--- src/rtl/ifu_prefetch_ysyx_24100029.sv ---
// rtl/ifu_prefetch_ysyx_24100029.sv - instruction fetch front end with prefetch FIFO and redirect flush
//
// Issues one word fetch at a time to instruction memory (req/gnt/rvalid),
// buffers returned {pc, inst} pairs in a QDEPTH-entry FIFO and presents the
// head to decode over valid/ready. A redirect flushes the FIFO and restarts
// fetch at the new target; a response already owed by memory is swallowed.
//
// Ports:
//   clk, rst_n                  clock (rising edge), async active-low reset
//   redirect_valid/redirect_pc  flush and restart fetch at redirect_pc & ~3
//   imem_req/imem_addr          registered fetch request and word address
//   imem_gnt                    request accepted this cycle
//   imem_rvalid/imem_rdata      in-order response for the granted request
//   out_valid/out_ready         decode handshake on the FIFO head
//   out_pc/out_inst             registered head entry, zero when empty
//   fetch_pc                    next address to be requested
module ifu_prefetch_ysyx_24100029 #(
  parameter logic [31:0] RESET_PC = 32'h8000_0000,
  parameter int          QDEPTH   = 2
) (
  input  logic        clk,
  input  logic        rst_n,
  input  logic        redirect_valid,
  input  logic [31:0] redirect_pc,
  output logic        imem_req,
  output logic [31:0] imem_addr,
  input  logic        imem_gnt,
  input  logic        imem_rvalid,
  input  logic [31:0] imem_rdata,
  output logic        out_valid,
  input  logic        out_ready,
  output logic [31:0] out_pc,
  output logic [31:0] out_inst,
  output logic [31:0] fetch_pc
);

  localparam int PW = $clog2(QDEPTH);
  localparam int CW = PW + 1;
  localparam logic [CW-1:0] DEPTH_C = CW'(QDEPTH);

  typedef enum logic [1:0] {S_IDLE, S_REQ, S_WAIT, S_DROP} state_t;

  state_t        state;
  logic [31:0]   issued_pc;
  logic [PW-1:0] rd_ptr;
  logic [PW-1:0] wr_ptr;
  logic [CW-1:0] count;
  logic [31:0]   q_pc   [QDEPTH];
  logic [31:0]   q_inst [QDEPTH];

  logic          pop;
  logic          push;
  logic          space;
  logic [CW-1:0] count_next;
  logic [PW-1:0] rd_ptr_next;
  logic [31:0]   redirect_tgt;
  logic [31:0]   head_pc_next;
  logic [31:0]   head_inst_next;

  assign redirect_tgt = {redirect_pc[31:2], 2'b00};

  // A redirect discards both the same-cycle pop and any same-cycle response.
  assign pop  = out_valid && out_ready && !redirect_valid;
  assign push = (state == S_WAIT) && imem_rvalid && !redirect_valid;

  assign count_next  = redirect_valid ? '0 : (count + CW'(push) - CW'(pop));
  assign rd_ptr_next = rd_ptr + PW'(pop);

  // Occupancy after this cycle's push/pop; covers both the IDLE wake-up
  // check and the WAIT "room for another fetch" check.
  assign space = (count_next < DEPTH_C);

  // Head for the registered output: if the FIFO drains to nothing except
  // the incoming push, the push itself becomes the head (it is not yet in
  // the storage array this cycle).
  always_comb begin
    head_pc_next   = '0;
    head_inst_next = '0;
    if (count_next != '0) begin
      if (count == CW'(pop)) begin
        head_pc_next   = issued_pc;
        head_inst_next = imem_rdata;
      end else begin
        head_pc_next   = q_pc[rd_ptr_next];
        head_inst_next = q_inst[rd_ptr_next];
      end
    end
  end

  always_ff @(posedge clk) begin
    if (push) begin
      q_pc[wr_ptr]   <= issued_pc;
      q_inst[wr_ptr] <= imem_rdata;
    end
  end

  always_ff @(posedge clk or negedge rst_n) begin
    if (!rst_n) begin
      state     <= S_IDLE;
      fetch_pc  <= RESET_PC;
      issued_pc <= '0;
      imem_req  <= 1'b0;
      imem_addr <= '0;
      rd_ptr    <= '0;
      wr_ptr    <= '0;
      count     <= '0;
      out_valid <= 1'b0;
      out_pc    <= '0;
      out_inst  <= '0;
    end else begin
      count     <= count_next;
      rd_ptr    <= redirect_valid ? '0 : rd_ptr_next;
      wr_ptr    <= redirect_valid ? '0 : (wr_ptr + PW'(push));
      out_valid <= (count_next != '0);
      out_pc    <= head_pc_next;
      out_inst  <= head_inst_next;

      if (redirect_valid) begin
        fetch_pc <= redirect_tgt;
        // A response is still owed if a request was granted and not yet
        // answered, including one granted in this very cycle.
        if (((state == S_WAIT) && !imem_rvalid) ||
            ((state == S_REQ)  && imem_gnt)     ||
            ((state == S_DROP) && !imem_rvalid)) begin
          state    <= S_DROP;
          imem_req <= 1'b0;
        end else begin
          state     <= S_REQ;
          imem_req  <= 1'b1;
          imem_addr <= redirect_tgt;
        end
      end else begin
        case (state)
          S_IDLE: begin
            if (space) begin
              state     <= S_REQ;
              imem_req  <= 1'b1;
              imem_addr <= fetch_pc;
            end
          end
          S_REQ: begin
            if (imem_gnt) begin
              state     <= S_WAIT;
              imem_req  <= 1'b0;
              issued_pc <= fetch_pc;
            end
          end
          S_WAIT: begin
            if (imem_rvalid) begin
              fetch_pc <= fetch_pc + 32'd4;
              if (space) begin
                state     <= S_REQ;
                imem_req  <= 1'b1;
                imem_addr <= fetch_pc + 32'd4;
              end else begin
                state <= S_IDLE;
              end
            end
          end
          S_DROP: begin
            if (imem_rvalid) begin
              state     <= S_REQ;
              imem_req  <= 1'b1;
              imem_addr <= fetch_pc;
            end
          end
          default: state <= S_IDLE;
        endcase
      end
    end
  end

endmodule
--- config.mk ---
export PLATFORM = sky130hd
export DESIGN_NAME = ifu_prefetch_ysyx_24100029
export DESIGN_NICKNAME = d
export VERILOG_FILES = /design/src/rtl/ifu_prefetch_ysyx_24100029.sv
export SDC_FILE = /design/constraint.sdc
export NUM_CORES = 1
export LEC_CHECK = 0
export ABC_AREA = 1
export ABC_CLOCK_PERIOD_IN_PS = 5290
export BUFFER_PORTS_ARGS = -buffer_cell sky130_fd_sc_hd__buf_2
export CORE_MARGIN = 1
export CORE_UTILIZATION = 61
export DETAILED_ROUTE_END_ITERATION = 8
export GPL_TIMING_DRIVEN = 1
export PLACE_DENSITY_LB_ADDON = 0.2
export SYNTH_ARGS = -nofsm -noshare
export SYNTH_HDL_FRONTEND = slang
export SYNTH_SLANG_ARGS = --single-unit
--- constraint.sdc ---
create_clock -name clk -period 5.29 [get_ports clk]
set_input_delay 0.2645 -clock clk [delete_from_list [all_inputs] [get_ports clk]]
set_output_delay 0.2645 -clock clk [all_outputs]
set_load 0.05 [all_outputs]
==> results of run 1 <==
cell families (layout without fill, tap and decap cells):
| logic type | Yosys count | count (layout) |
|---|---|---|
| AO/OA/AOI/OAI | 270 | 270 |
| XOR/XNOR | 6 | 6 |
| adder cells (fa/ha/maj) | 10 | 10 |
| buffers and inverters | 180 | 410 |
| flip-flops | 285 | 285 |
| other | 1 | 4 |
| AND/OR/NAND/NOR | 514 | 514 |
cell type report:
class	instances	share of cell area, %
Sequential cell	285	52.4
Clock buffer	33	5.21
Tap cell	265	2.24
Multi-Input combinational cell	804	26.1
Clock inverter	19	1.13
Timing Repair Buffer	249	10.1
Inverter	109	2.82
worst paths after layout:
kind | endpoint | slack [ps] | cells after the start
min in group asynchronous | out_inst[23]$_DFF_PN0_ | 300 | 2
max | out_pc[14]$_DFF_PN0_ | 1400 | 14
max reg2reg | out_pc[14]$_DFF_PN0_ | 1400 | 14
min | fetch_pc[18]$_DFFE_PN0P_ | 30 | 3
min reg2reg | imem_addr[18]$_DFFE_PN0P_ | 480 | 2
max in group asynchronous | fetch_pc[29]$_DFFE_PN0P_ | 3810 | 3
flip-flops by register name, indices dropped and copies added, names as in the netlist:
signal     flops
count          2
q_pc          60
imem_req       1
out_pc        30
out_valid      1
out_inst      32
rd_ptr         1
wr_ptr         1
q_inst        64
fetch_pc      30
imem_addr     31
issued_pc     30
state          2
through the flow:
step | cells | power, mW | area, µm² | setup WS [ps] | utilization, %
final | 1764 | 7.26 | 14800 | 1400 | 75.3
after global routing | 1764 | 7.60 | 14800 | 1200 | 75.3
after CTS | 1764 | 7.28 | 14800 | 1400 | 75.3
after detailed placement | 1671 | 5.25 | 13400 | 1470 | 68.4
after global placement | 1671 | 5.19 | 13400 | 1480 | 68.4
after floorplan | 1269 | 4.67 | 12400 | 2130 | -
where the power goes:
group          switching [mW]  total (mW)  leakage [nW]  internal (mW)
clock network           0.823        2.00         0.472           1.18
registers               0.274        3.02          3.17           2.74
logic                    1.69        2.23          3.26          0.546
synthesized netlist by cell type, drive strengths merged, types with 4 or more instances:
cell | n | area share, %
nand2 | 390 | 12
a31oi | 65 | 3.3
xor2 | 5 | 0.35
nor2 | 72 | 2.4
and2 | 4 | 0.20
o21ai | 118 | 4.8
o221ai | 9 | 0.64
buf | 47 | 2.4
nand4 | 4 | 0.20
o22ai | 12 | 0.61
a21oi | 37 | 1.5
inv | 108 | 3.3
ha | 10 | 1.0
a21boi | 11 | 0.70
nand3 | 44 | 2.0
o211ai | 8 | 0.49
dfrtp | 160 | 32
a31o | 10 | 0.71
clkbuf | 24 | 0.74
edfxtp | 124 | 30
metal layers:
metal	routed length, µm	global-route usage [%]	part of all wire, %
met5	0	0	0
met4	757	10.7	2.5
met3	2580	5.76	8.6
met2	14000	46.8	46
met1	12700	39.7	42
timing repair:
action | 4_1_cts | 5_1_grt
endpoints found under the hold margin | 130 | 0
endpoints found under the setup margin | 0 | 0
hold buffers | 41 | 0
critical path: cells and delay by family (launching register included):
family	cells	cell delay, ps
adders and majority gates	3	830
DFF	1	410
and+or+nand+nor	2	160
AOI/OAI and AO/OA	3	1030
buffers and inverters	6	1350
==> metrics.cfg, run 1 <==
[run_status]
status=finished clean

[setup_path]
slowest_delay_ps=630
path_cells=inv_1 -> ha_1 -> nand2_1 -> nor2_1 -> buf_4 -> clkinv_1 -> ha_1 -> inv_1 -> ha_1 -> inv_1 -> o21ai_4 -> buf_4 -> o21ai_0 -> a31oi_1
endpoint_kind=register
cp.arrival_ps=4320
r2r-start=state[0]$_DFFE_PN0P_
crit_start=state[0]$_DFFE_PN0P_
required_ps=5720
cp-start-kind=register
cp_max_fo=33
crit_slowest_cell=o21ai_4
critical_path_class=register to register

[grt]
antenna_found_initial=0
globalRouteTotalUtil_pct=29.2
grt_max_degree=64
grt_overflow_total=0
grt_pass1_wl_mm=46.9
grt_pass1_vias=9283

[floorplan]
chipWidth_um=144
ios=200
die_area_um2=20900
rows=51
coreArea_um2=19700
fp.dieH_um=144
start_util_pct=63.0

[job]
max_cap_violations=0

[sta]
rsz0062_at_grt=false
timing.fmax_ghz=0.257
tightestPinTransition_ps=1050
max_slew_margin_pct=30.1
final.min_clock_period_ps=3890
fin_skew_ps=6.56
holdWs_ps=25.1
hold_violations=0
drv_slew=0
setup_viol=0
setup_tns_ps=0
fin_crit_sh_pct=73.6

[placement]
hpwlAfterDp_mm=18.8
port_buffers=193
place_congestion=0.965

[synthesis]
ys_seq_elements=285
syn-cell-area_um2=12400
synth_cell_type_count=40
synth_compound_area_share_pct=12.7
yosysSeqAreaShare_pct=62.6
async_flop_share_pct=56.5
dominantRegCellSynth=dfrtp_1
synth_cells=1266
yosys_warnings=0
synth_top_family_by_area=simple AND/OR/NAND/NOR gates
synthMuxAreaShare_pct=0
synth_simple_gate_area_share_pct=16.6
synth-edff-count=124
synth_fa_ha_area_share_pct=1.01
synth_xor_area_share_pct=0.425
synth_area_per_cell_um2=9.78

[drt]
routedWlPerCell_um=17.0
firstDrtPassIters=5
drt_iter0_drc=791
vias=9730
drc=0
antenna_left=0
wl_mm=30.0
via_per_inst=5.52

[hold_path]
min-delay-start=redirect_pc[18]
holdCritPathClass=primary input to register

[finish]
final_common_cell=nand2_1
syn2layout_area_growth_pct=19.5
multi_input_area_um2=3860
drive_above_1_share_pct=19.1
final_cell_mix=nand2_1, buf_2, dfrtp_1, edfxtp_1, inv_1
nets=1557
fillCellCount=1402
antenna_cells=0
seq_area_um2=7750

[power]
leakage_nw=6.90
peakVddDrop_uv=345
powerDensity_nw_per_um2=491

[clock_network]
ctsResizeCount=0
cts_root_buf=clkbuf_16
clock_latency_ps=530
clkTransAtPathRegs_ps=60
tritoncts=built
cts_setup_buffers=0
cts-buffers-inserted=28
clock-sinks=285
max-clock-path-buffers=3
ctsHtreeMaxLevel=1

Note: power is estimated with default switching activity, not from simulation.
==> run 2, diff against run 1 <==
--- a/config.mk
+++ b/config.mk
@@ -6,10 +6,10 @@
 export NUM_CORES = 1
 export LEC_CHECK = 0
 export ABC_AREA = 1
-export ABC_CLOCK_PERIOD_IN_PS = 5290
+export ABC_CLOCK_PERIOD_IN_PS = 4000
 export BUFFER_PORTS_ARGS = -buffer_cell sky130_fd_sc_hd__buf_2
 export CORE_MARGIN = 1
-export CORE_UTILIZATION = 61
+export CORE_UTILIZATION = 57
 export DETAILED_ROUTE_END_ITERATION = 8
 export GPL_TIMING_DRIVEN = 1
 export PLACE_DENSITY_LB_ADDON = 0.2
==> constraint.sdc (replaced) <==
create_clock -name clk -period 4 [get_ports clk]
set_input_delay 0.2 -clock clk [delete_from_list [all_inputs] [get_ports clk]]
set_output_delay 0.2 -clock clk [all_outputs]
set_load 0.05 [all_outputs]
==> run 2 against run 1 <==
Clock skew grew 11 ps. Via count grew 0.23%. Die area grew 6.9%. Critical endpoint is now out_pc[6]$_DFF_PN0_. Largest cell class unchanged.
==> metrics.cfg, run 2 (synthesized netlist as in run 1, its figures left out) <==
[run_status]
status=finished clean

[sta]
hold_violations=0
fin_skew_ps=17.2
setup_viol=0
setup_tns_ps=0
final.min_clock_period_ps=3560
holdWs_ps=22.1
fin_crit_sh_pct=89.1
tightestPinTransition_ps=1120
timing.fmax_ghz=0.281
drv_slew=0
max_slew_margin_pct=24.9
rsz0062_at_grt=false

[grt]
grtUsageMet2_pct=44.1
antenna_found_initial=0
met1_usage_pct=37.0
grt_use_met3_pct=4.62
grt-busiest-layer=met2
globalRouteTotalUtil_pct=26.9
grt_max_degree=73
grt_pass1_vias=9296
grt_pass1_wl_mm=46.9
grt_overflow_total=0

[drt]
drc=0
vias=9752
drt_iter0_drc=830
wl_mm=29.7
via_per_inst=5.46
firstDrtPassIters=5
routedWlPerCell_um=16.6
antenna_left=0

[floorplan]
rows=53
fp.dieH_um=149
ios=200
chipWidth_um=149
start_util_pct=58.5
die_area_um2=22300
coreArea_um2=21200

[setup_path]
cp_max_fo=43
crit_slowest_cell=o21ai_4
critical_path_class=register to register
cp-start-kind=register
rr_endpoint=out_pc[6]$_DFF_PN0_
endpoint_kind=register
rr_worst_depth=13
slowest_delay_ps=840
cp.arrival_ps=4010
r2r-start=state[0]$_DFFE_PN0P_
path_cells=inv_1 -> ha_1 -> nand2_1 -> nor2_1 -> clkinv_1 -> ha_1 -> inv_1 -> ha_1 -> inv_1 -> o21ai_4 -> buf_4 -> o21ai_0 -> a31oi_1
r2r_slack_ps=440
required_ps=4450

[finish]
final_cell_mix=nand2_1, buf_2, dfrtp_1, edfxtp_1, inv_1
drive_above_1_share_pct=18.8
layoutNonFillerInstCount=1787
largest_register_ffs=64
reg_top3=q_inst x64, q_pc x60, out_inst x32
max_flop_register=q_inst
syn2layout_area_growth_pct=20.8
antenna_cells=0
nets=1569
final_common_cell=nand2_1

[job]
max_cap_violations=0

[clock_network]
cts-buffers-inserted=29
ctsHtreeMaxLevel=1
ctsResizeCount=0
cts-hold-fix-buffers=52
tritoncts=built
cts_setup_buffers=0
clkTransAtPathRegs_ps=60
cts_root_buf=clkbuf_16
clock-sinks=285
max-clock-path-buffers=3
clock_latency_ps=540

[placement]
hpwlAfterDp_mm=18.6
port_buffers=193
dp.cells=1681
place_congestion=0.960

[power]
p_total_mw=9.64
peakVddDrop_uv=500
powerDensity_nw_per_um2=645
leakage_nw=6.94

[hold_path]
min-delay-start=redirect_pc[20]
hold-path-cell-count=5
holdCritPathClass=primary input to register
whs_endpoint=imem_addr[20]$_DFFE_PN0P_

[run 2: layout make-up]
cell class,instances,area (µm²)
Fill cell,1578,6210
Timing Repair Buffer,260,1630
Clock buffer,35,758
Tap cell,275,344
Multi-Input combinational cell,804,3860
Sequential cell,285,7750
Inverter,109,417
Clock inverter,19,188
[run 2: worst max path at each step]
stage / slack [ps] / cells after the start / startpoint / end
after floorplan: 840 / 6 / state[0]$_DFFE_PN0P_ / q_inst[1][0]$_DFFE_PP_
after global placement: 500 / 13 / state[0]$_DFFE_PN0P_ / out_pc[5]$_DFF_PN0_
final: 440 / 13 / state[0]$_DFFE_PN0P_ / out_pc[6]$_DFF_PN0_
after detailed placement: 420 / 13 / state[0]$_DFFE_PN0P_ / out_inst[26]$_DFF_PN0_
after CTS: 410 / 13 / state[0]$_DFFE_PN0P_ / out_inst[26]$_DFF_PN0_
after global routing: 30 / 13 / state[0]$_DFFE_PN0P_ / out_inst[24]$_DFF_PN0_
[run 2: layer usage]
metal / vias to the layer above / share of wire [%]
li1: 4684 / -
met1: 4614 / 43
met2: 408 / 47
met3: 46 / 7.7
met4: 0 / 2.0
met5: - / 0
[run 2: stage by stage]
stage	cell area, µm²	util, %	setup slack (ps)
4_1_cts	14900	70.7	405
3_3_place_gp	13500	63.7	503
5_1_grt	14900	70.7	32.8
6_report	14900	70.7	437
2_1_floorplan	12400	-	844
3_5_place_dp	13500	63.7	424
[run 2: report_power, final]
| part | leakage [nW] | switching, mW | internal, mW |
|---|---|---|---|
| registers | 3.17 | 0.369 | 3.63 |
| logic | 3.31 | 2.24 | 0.742 |
| clock network | 0.462 | 1.11 | 1.55 |
[run 2: worst max-delay path, delay by kind of cell (launching register included)]
| kind | cells | cell delay (ps) |
|---|---|---|
| buf+inv | 5 | 890 |
| flops | 1 | 410 |
| compound gates | 3 | 1140 |
| simple gates | 2 | 210 |
| fa+ha+maj | 3 | 820 |
==> run 3, diff against run 2 <==
--- a/config.mk
+++ b/config.mk
@@ -6,10 +6,10 @@
 export NUM_CORES = 1
 export LEC_CHECK = 0
 export ABC_AREA = 1
-export ABC_CLOCK_PERIOD_IN_PS = 4000
+export ABC_CLOCK_PERIOD_IN_PS = 3200
 export BUFFER_PORTS_ARGS = -buffer_cell sky130_fd_sc_hd__buf_2
 export CORE_MARGIN = 1
-export CORE_UTILIZATION = 57
+export CORE_UTILIZATION = 51
 export DETAILED_ROUTE_END_ITERATION = 8
 export GPL_TIMING_DRIVEN = 1
 export PLACE_DENSITY_LB_ADDON = 0.2
==> constraint.sdc (replaced) <==
create_clock -name clk -period 3.2 [get_ports clk]
set_input_delay 0.16 -clock clk [delete_from_list [all_inputs] [get_ports clk]]
set_output_delay 0.16 -clock clk [all_outputs]
set_load 0.05 [all_outputs]
==> run 3 against run 2 <==
Sequential share of layout area is 1.0 points lower. Die area increased by 12%. Clock power rose by 33%. Count of clock-buffer cells in the layout fell by 1. Via count about the same. Combinational power up 27%. Global-route usage shrank 1.8 points. Critical path depth stayed put. Final area up 2.0%. Register-to-register slack got worse by 97 ps. Setup slack got worse by 97 ps. Core utilization decreased by 6.1 points.
==> metrics.cfg, run 3 (synthesized netlist as in run 1, its figures left out) <==
[run_status]
status=finished clean

[grt]
grt_pass1_vias=9413
grt_overflow_total=0
grt_pass1_wl_mm=48.7
grt_max_degree=125
antenna_found_initial=0
globalRouteTotalUtil_pct=25.0

[setup_path]
required_ps=3650
crit_buf_inv=5
r2r_slack_ps=340
critical_path_class=register to register
r2r-start=state[0]$_DFFE_PN0P_
cp_max_fo=32
cp-start-kind=register
cp.arrival_ps=3310
path_cells=inv_1 -> ha_1 -> nand2_1 -> nor2_1 -> clkinv_1 -> ha_1 -> inv_1 -> ha_1 -> inv_1 -> o21ai_4 -> buf_12 -> o21ai_0 -> a31oi_1
rr_worst_depth=13
path_depth=13
endpoint_kind=register
crit_slowest_cell=o21ai_4
rr_endpoint=out_inst[18]$_DFF_PN0_
crit_family=compound AO/OA/AOI/OAI gates
slowest_delay_ps=510

[drt]
via_per_inst=5.28
antenna_left=0
drt_iter0_drc=799
routedWlPerCell_um=16.5
wl_mm=30.5
firstDrtPassIters=5
vias=9750
drc=0

[finish]
syn2layout_area_growth_pct=23.2
nets=1584
layoutNonFillerInstCount=1845
final_cell_mix=nand2_1, buf_2, dfrtp_1, edfxtp_1, inv_1
largest_register_ffs=64
finalInstanceArea_um2=15200
final_common_cell=nand2_1
fin_util_pct=64.6
drive_above_1_share_pct=19.3
antenna_cells=0
reg_top3=q_inst x64, q_pc x60, out_inst x32
max_flop_register=q_inst

[sta]
max_slew_margin_pct=31.8
final.min_clock_period_ps=2860
setup_viol=0
drv_slew=0
rsz0062_at_grt=false
hold_violations=0
setup_tns_ps=0
setup_slack_ps=340
fin_crit_sh_pct=89.4
tightestPinTransition_ps=1020
fin_skew_ps=8.79
timing.fmax_ghz=0.350

[placement]
port_buffers=193
dp_worst_setup_slack_ps=382
placed_cell_area_um2=13600
place_congestion=0.935
dp.cells=1731
hpwlAfterDp_mm=19.0

[floorplan]
die_area_um2=24900
chipWidth_um=158
fp.dieH_um=158
rows=56
ios=200
coreArea_um2=23600
start_util_pct=52.4

[power]
powerDensity_nw_per_um2=806
peakVddDrop_uv=571
leakage_nw=7.05

[job]
max_cap_violations=0

[hold_path]
hold-path-cell-count=5
whs_endpoint=imem_addr[19]$_DFFE_PN0P_
holdCritPathClass=primary input to register
min-delay-start=redirect_pc[19]

[clock_network]
tritoncts=built
cts_setup_buffers=0
cts_root_buf=clkbuf_16
clkTransAtPathRegs_ps=60
clock_latency_ps=540
clock-sinks=285
ctsHtreeMaxLevel=1
max-clock-path-buffers=3
cts-buffers-inserted=28

## run 3: cell count changes in the layout (fill, tap and decap cells not counted), sizes merged
cell,change
buf,+6
bufinv,+2
clkbuf,-1
clkinv,-2
clkinvlp,+1
dlygate4sd3,+10
inv,-2
## run 3: how the worst max path moves through the flow
stage          slack (ps)                 start                      to
5_1_grt               100  state[0]$_DFFE_PN0P_    out_pc[21]$_DFF_PN0_
6_report              340  state[0]$_DFFE_PN0P_  out_inst[18]$_DFF_PN0_
4_1_cts               350  state[0]$_DFFE_PN0P_  out_inst[12]$_DFF_PN0_
3_5_place_dp          380  state[0]$_DFFE_PN0P_  out_inst[12]$_DFF_PN0_
3_3_place_gp          440  state[0]$_DFFE_PN0P_    out_pc[31]$_DFF_PN0_
2_1_floorplan          40  state[0]$_DFFE_PN0P_  q_inst[1][0]$_DFFE_PP_
## run 3: per-layer routing
metal	global-route usage, %	part of all wire [%]	wire length (µm)	up-vias
li1	-	-	-	4712
met1	34.0	43	13200	4607
met2	40.9	47	14200	372
met3	4.33	7.5	2290	59
met4	8.14	2.5	769	0
met5	0	0	0	-
## run 3: power by group
part,internal (mW),leakage (nW),total (mW),switching (mW)
registers,4.53,3.17,4.98,0.451
logic,0.962,3.38,3.77,2.81
clock network,2.15,0.496,3.54,1.39
## run 3: stage by stage
step                      total power [mW]  hold WS, ps
after floorplan                       7.72         -136
after global placement                8.66          365
after detailed placement              8.74          370
after CTS                             12.4         4.43
after global routing                  12.9         50.5
final                                 12.3         12.3
## run 3: repair_timing
item / CTS / global route
hold endpoints to repair: 234 / 0
hold buffers: 62 / 0
resized for setup: 0 / 0
## run 3: worst min-delay path: stages
cell and delay (ps):
buf_2 110, nand2_1 50, inv_1 30, nor2_1 80, a21boi_0 80
## run 3: final cells by class
| type | instances | area (µm²) |
|---|---|---|
| well taps | 319 | 399 |
| clock buffers | 34 | 785 |
| repair buffers | 276 | 1810 |
| fillers | 1890 | 8360 |
| inverters | 109 | 417 |
| clock inverters | 18 | 225 |
| flip-flops and latches | 285 | 7750 |
| multi-input cells | 804 | 3860 |
